--- config.mk ---
export PLATFORM = sky130hd
export DESIGN_NAME = an_encoder_n37_4x4
export DESIGN_NICKNAME = d
export VERILOG_FILES = /design/src/rtl/an_n37_pkg.sv /design/src/rtl/an_encoder_n37.sv /design/src/rtl/an_encoder_n37_4x4.sv
export SDC_FILE = /design/constraint.sdc
export NUM_CORES = 1
export LEC_CHECK = 0
export CAP_MARGIN = 25
export CORE_AREA = 2 2 231 233
export CTS_BUF_LIST = sky130_fd_sc_hd__clkbuf_4
export DETAILED_ROUTE_END_ITERATION = 8
export DIE_AREA = 0 0 233 235
export GPL_TIMING_DRIVEN = 1
export PLACE_DENSITY = 0.84
export SKIP_LAST_GASP = 1
export SYNTH_ARGS = -nofsm -noshare
export SYNTH_HDL_FRONTEND = slang
export SYNTH_SLANG_ARGS = --single-unit
--- constraint.sdc ---
create_clock -name clk -period 1.8 [get_ports clk]
set_input_delay 0.27 -clock clk [delete_from_list [all_inputs] [get_ports clk]]
set_output_delay 0.27 -clock clk [all_outputs]
set_load 0.005 [all_outputs]
--- src/rtl/an_n37_pkg.sv ---
// Shared constants and types for the A=37 AN-code encoder tile builder.
package an_n37_pkg;
  localparam int AN_A    = 37;
  localparam int MSG_W   = 13;
  localparam int CW_W    = 18;
  localparam int TILE_N  = 16;
  localparam int MSG_MAX = 7084;
  localparam int IDX_W   = 4;

  typedef logic [CW_W-1:0] cw_t;

  typedef enum logic [1:0] {
    FULL_EMPTY = 2'd0,
    FULL_ONE   = 2'd1,
    FULL_TWO   = 2'd2
  } full_state_e;
endpackage

--- src/rtl/an_encoder_n37.sv ---
// Combinational AN encoder: cw = msg * 37 via shift-add; codewords that would
// not fit in 18 bits are zeroed and flagged.
module an_encoder_n37
  import an_n37_pkg::*;
(
  input  logic [MSG_W-1:0] msg,
  output cw_t              cw,
  output logic             ovf
);

  // One spare bit so the product of out-of-range messages cannot wrap.
  logic [CW_W:0] msg_ext;
  logic [CW_W:0] prod;

  assign msg_ext = {{(CW_W + 1 - MSG_W){1'b0}}, msg};
  assign prod    = (msg_ext << 5) + (msg_ext << 2) + msg_ext;
  assign ovf     = (msg > MSG_W'(MSG_MAX));
  assign cw      = ovf ? '0 : prod[CW_W-1:0];

endmodule

--- src/rtl/an_encoder_n37_4x4.sv ---
// Streaming A=37 encoder assembling 16 codewords into double-banked 4x4 tiles.
// Optional single-bit error injection is built when AN_ENC_ERRINJ_EN is defined.
module an_encoder_n37_4x4
  import an_n37_pkg::*;
#(
  parameter int TAG_W = 8
) (
  input  logic                     clk,
  input  logic                     rst_n,
  input  logic                     in_valid,
  output logic                     in_ready,
  input  logic [MSG_W-1:0]         in_msg,
  input  logic                     flush,
  output logic                     out_valid,
  input  logic                     out_ready,
  output logic [TILE_N*CW_W-1:0]   out_tile,
  output logic [TILE_N-1:0]        out_ovf,
  output logic [TAG_W-1:0]         out_tag
`ifdef AN_ENC_ERRINJ_EN
  ,
  input  logic                     inj_arm,
  input  logic [3:0]               inj_pos,
  input  logic [4:0]               inj_bit
`endif
);

  // state      | meaning
  // FULL_EMPTY | no complete tile; both banks free for filling
  // FULL_ONE   | one tile presented, the other bank filling
  // FULL_TWO   | both banks complete; input stalled until a tile drains

  full_state_e state_q, state_d;

  cw_t              bank_cw  [2][TILE_N];
  logic [TILE_N-1:0] bank_ovf [2];

  logic             wr_bank, rd_bank;
  logic [IDX_W-1:0] wr_idx;
  logic [TAG_W-1:0] tag_q;

  logic accept, complete, out_hs;
  cw_t  cw_enc, cw_wr;
  logic ovf_enc;

  an_encoder_n37 u_enc (
    .msg (in_msg),
    .cw  (cw_enc),
    .ovf (ovf_enc)
  );

  assign in_ready  = !flush && (state_q != FULL_TWO);
  assign out_valid = (state_q != FULL_EMPTY);
  assign accept    = in_valid && in_ready;
  assign complete  = accept && (wr_idx == IDX_W'(TILE_N - 1));
  assign out_hs    = out_valid && out_ready;
  assign out_tag   = tag_q;
  assign out_ovf   = bank_ovf[rd_bank];

`ifdef AN_ENC_ERRINJ_EN
  logic             armed_q;
  logic [3:0]       inj_pos_q;
  logic [4:0]       inj_bit_q;
  logic             inj_hit;
  cw_t              flip_mask;

  assign inj_hit   = armed_q && accept && (wr_idx == inj_pos_q);
  // Bit indices past the codeword width consume the arm without flipping.
  assign flip_mask = (inj_bit_q < 5'(CW_W)) ? (cw_t'(1) << inj_bit_q) : '0;
  assign cw_wr     = inj_hit ? (cw_enc ^ flip_mask) : cw_enc;

  always_ff @(posedge clk or negedge rst_n) begin
    if (!rst_n) begin
      armed_q   <= 1'b0;
      inj_pos_q <= '0;
      inj_bit_q <= '0;
    end else if (inj_arm) begin
      armed_q   <= 1'b1;
      inj_pos_q <= inj_pos;
      inj_bit_q <= inj_bit;
    end else if (inj_hit) begin
      armed_q   <= 1'b0;
    end
  end
`else
  assign cw_wr = cw_enc;
`endif

  always_comb begin
    out_tile = '0;
    for (int k = 0; k < TILE_N; k++) begin
      out_tile[k*CW_W +: CW_W] = bank_cw[rd_bank][k];
    end
  end

  always_ff @(posedge clk or negedge rst_n) begin
    if (!rst_n) begin
      for (int b = 0; b < 2; b++) begin
        for (int k = 0; k < TILE_N; k++) begin
          bank_cw[b][k] <= '0;
        end
        bank_ovf[b] <= '0;
      end
    end else if (accept) begin
      bank_cw[wr_bank][wr_idx]  <= cw_wr;
      bank_ovf[wr_bank][wr_idx] <= ovf_enc;
    end
  end

  // A flush only rewinds the fill pointer; stale partial data is overwritten
  // before the bank can ever complete.
  always_ff @(posedge clk or negedge rst_n) begin
    if (!rst_n) begin
      wr_idx  <= '0;
      wr_bank <= 1'b0;
      rd_bank <= 1'b0;
      tag_q   <= '0;
      state_q <= FULL_EMPTY;
    end else begin
      state_q <= state_d;
      if (flush) begin
        wr_idx <= '0;
      end else if (accept) begin
        wr_idx <= wr_idx + 1'b1;
      end
      if (complete) begin
        wr_bank <= ~wr_bank;
      end
      if (out_hs) begin
        rd_bank <= ~rd_bank;
        tag_q   <= tag_q + 1'b1;
      end
    end
  end

  always_comb begin
    state_d = state_q;
    case (state_q)
      FULL_EMPTY: if (complete) state_d = FULL_ONE;
      FULL_ONE: begin
        if (complete && !out_hs)      state_d = FULL_TWO;
        else if (out_hs && !complete) state_d = FULL_EMPTY;
      end
      FULL_TWO:   if (out_hs) state_d = FULL_ONE;
      default:    state_d = FULL_EMPTY;
    endcase
  end

endmodule

==> impl_metrics.yaml <==
synthesis:
  synth-seq-cells: 624
  synth.most_common_cell: "dfrtp_1"
  synth_edf_count: 0
  yosys.area.top_type: "dfrtp_1"
  postSynthAreaPerCell_um2: 10.9
  synthSimpleGateAreaFrac: 0.0900
  synth-compound-area-share: 0.147
  yosys.area_share.adder: 0.0174
  yosysSeqAreaShare: 0.581
  synth_area_um2: 26900
  synth_cell_type_count: 47
  synthCells: 2474
  ys.flop_type: "dfrtp_1"
  synth_fp_nets: 2524
  synthTopCellsByCount: "dfrtp_1 (624), nand2_1 (489), o21ai_0 (435), mux2_2 (290), clkbuf_1 (163)"
  synth_xor_area_frac: 0.00782
  async_reset_ff_frac: 1.00
  synth_top_family_by_area: "compound AO/OA/AOI/OAI gates"
  muxShareOfSynthArea: 0.122
  yosysWarnings: 0
  synth_top_area_frac: 0.581
  synth_top_cells_by_area: "dfrtp_1 (58%), mux2_2 (12%), o21ai_0 (8.1%)"
clock_network:
  cts_tree: "done"
  path_clk_slew_ns: 0.08
  clk_latency_ns: 1.06
  cts_buffer_depth: 3
  cts_sinks: 624
  cts_root_buf: "clkbuf_4"
  cts_buffers: 157
  cts_max_level: 4
critical_path:
  endpoint: "out_tile[224]"
  regToRegSetupSlack_ns: -0.39
  regToRegEndpoint: "bank_cw[241]$_DFFE_PN0P_"
  crit_arrival_ns: 2.82
  crit_start: "rd_bank$_DFFE_PN0P_"
  cp-start-kind: "register"
  worstReg2RegStart: "state_q[0]$_DFFE_PN0P_"
  worstSetupEndpointType: "primary output"
  required_ns: 1.53
  reg2reg_depth: 10
  path_class: "register to primary output"
  crit_fanout: 7
placed_design:
  dp_hpwl_um: 54700
  dp_worst_setup_slack_ns: -1.96
  finalWeightedCongestion: 0.847
  port_buffers: 331
layout:
  multi_input_area_um2: 12000
  final_util: 0.750
  area_growth_pct: 45.7
  nFillCells: 2932
  drive_gt1_frac: 0.412
  regArea_um2: 15600
  fin_nets: 3287
timing:
  setup_ws_ns: -1.29
  relSlewSlack: 0.630
  final_max_slew_viol_count: 0
  tightest_slew_ns: 0.556
  clock_skew_ns: 0.0581
  finalSetupTns_ns: -401.73
  max_freq_mhz: 324
  finalCritPeriodShare: 1.71
  finalSetupViolCount: 858
  finalHoldViolCount: 0
  fin_hold_ws_ns: 0.0219
  fin_crit_ns: 3.09
  rsz0062_at_grt: "true"
detailed_routing:
  wl_per_cell_um: 25.0
  routed_via_density: 6.07
  dr_wl_met2_um: 47700
  vias: 24452
  ant_nets: 0
  dr.max_layer_used: "met4"
  drc: 0
  drt_wl_total_um: 101000
  drtIter0Drc: 2432
  drtPass1Iterations: 6
  wl_met1_um: 36800
  route.met3.wl_um: 9870
run_status:
  status: "finished with violations"
  failed_checks: "negative setup slack"
grt:
  track_usage: 0.298
  grt_pass1_wl_um: 126000
  first_global_vias: 22428
  overflow: 0
  grt_max_degree: 80
  antenna_found_initial: 6
floorplan:
  initial_core_util: 0.515
  fp.dieW_um: 233
  ios: 332
  die_h_um: 235
  die-area_um2: 54800
  core-area_um2: 52200
  placementRows: 84
pwr:
  p_sw_frac: 0.332
  power_switching_mw: 14.4
  ir_worst_vdd_mv: 0.644
  combPwrFrac: 0.378
  powerDensity_nw_per_um2: 1110
  power_mw: 43.5
  p_seq_frac: 0.350
  clkPwrFrac: 0.272
  internal_power_mw: 29.1
  leakagePower_nw: 20.7
hold_path:
  hp-class: "input port to register"
  min_from: "in_msg[12]"
job:
  cap_violations: 0
worst min path at each step:
stage / endpoint / slack [ns] / cells after the start
floorplan: bank_cw[0]$_DFFE_PN0P_ / -0.03 / 0
global placement: bank_cw[405]$_DFFE_PN0P_ / 0.21 / 1
detailed placement: bank_cw[403]$_DFFE_PN0P_ / 0.22 / 1
CTS: wr_idx[2]$_DFFE_PN0P_ / 0.07 / 5
global route: bank_cw[467]$_DFFE_PN0P_ / 0.04 / 4
finish: bank_cw[467]$_DFFE_PN0P_ / 0.02 / 4
final cells by class:
class                   count  share of cell area
multi-input cells        1616               0.306
well taps                 688              0.0220
diodes                      7            0.000447
flip-flops and latches    624               0.399
clock buffers             222              0.0426
inverters                  43             0.00438
clock inverters            34             0.00444
repair buffers            795               0.221
critical path, cell delays in order (launching register included):
cell	delay, ns
dfrtp_4	0.53
buf_12	0.17
buf_16	0.15
buf_12	0.15
mux2_2	0.25
clkdlybuf4s50_1	0.50
sequential cells by signal, indices dropped and copies added (netlist names):
| name | count |
|---|---|
| bank_cw | 576 |
| bank_ovf | 32 |
| out_tag | 8 |
| rd_bank | 1 |
| state_q | 2 |
| wr_bank | 1 |
| wr_idx | 4 |
layout by cell type, fill, tap and decap left out, types with 28 or more instances in the layout:
| master | instances |
|---|---|
| a21oi_1 | 42 |
| a22o_1 | 154 |
| buf_12 | 82 |
| buf_4 | 239 |
| buf_6 | 103 |
| buf_8 | 28 |
| clkbuf_16 | 39 |
| clkbuf_2 | 137 |
| clkbuf_4 | 222 |
| clkdlybuf4s50_1 | 42 |
| dfrtp_1 | 622 |
| dlymetal6s2s_1 | 106 |
| inv_1 | 38 |
| mux2_2 | 211 |
| mux2_4 | 81 |
| nand2_1 | 440 |
| o21ai_0 | 244 |
| o21ai_1 | 157 |
| o21ai_2 | 35 |
per-stage QoR:
step,cell area (um^2),std cells
finish,39200,4029
global route,39100,4026
CTS,35200,3806
detailed placement,33300,3544
global placement,33300,3544
floorplan,27300,2474
routing by layer:
| layer | track usage | up-vias |
|---|---|---|
| met5 | 0 | - |
| met4 | 0.146 | 0 |
| met3 | 0.0745 | 441 |
| met2 | 0.463 | 1663 |
| met1 | 0.392 | 12181 |
| li1 | - | 10167 |
what timing repair did:
action,in CTS,in global routing
cloned,0,59
endpoints found under the hold margin,630,23
pin swaps,0,63
endpoints found under the setup margin,865,921
setup buffers,0,157
gates resized for setup,4,1006
hold buffers,6,2
power by group through the flow:
stage                     registers, mW  clock network, mW  logic [mW]
final                              15.2               11.8        16.5
after global routing               15.3               12.6        16.9
after CTS                          15.2               11.6        11.0
after detailed placement           15.4                  0        10.9
after global placement             15.4                  0        10.7
after floorplan                    15.3                  0        5.28
kinds of logic after synthesis:
family,count (synthesis)
adder cells (fa/ha/maj),32
AO/OA/AOI/OAI,665
multiplexers,290
flip-flops,624
buffers and inverters,239
AND/OR/NAND/NOR,600
XOR/XNOR,24
No activity file was read; power rests on OpenSTA's default activity.
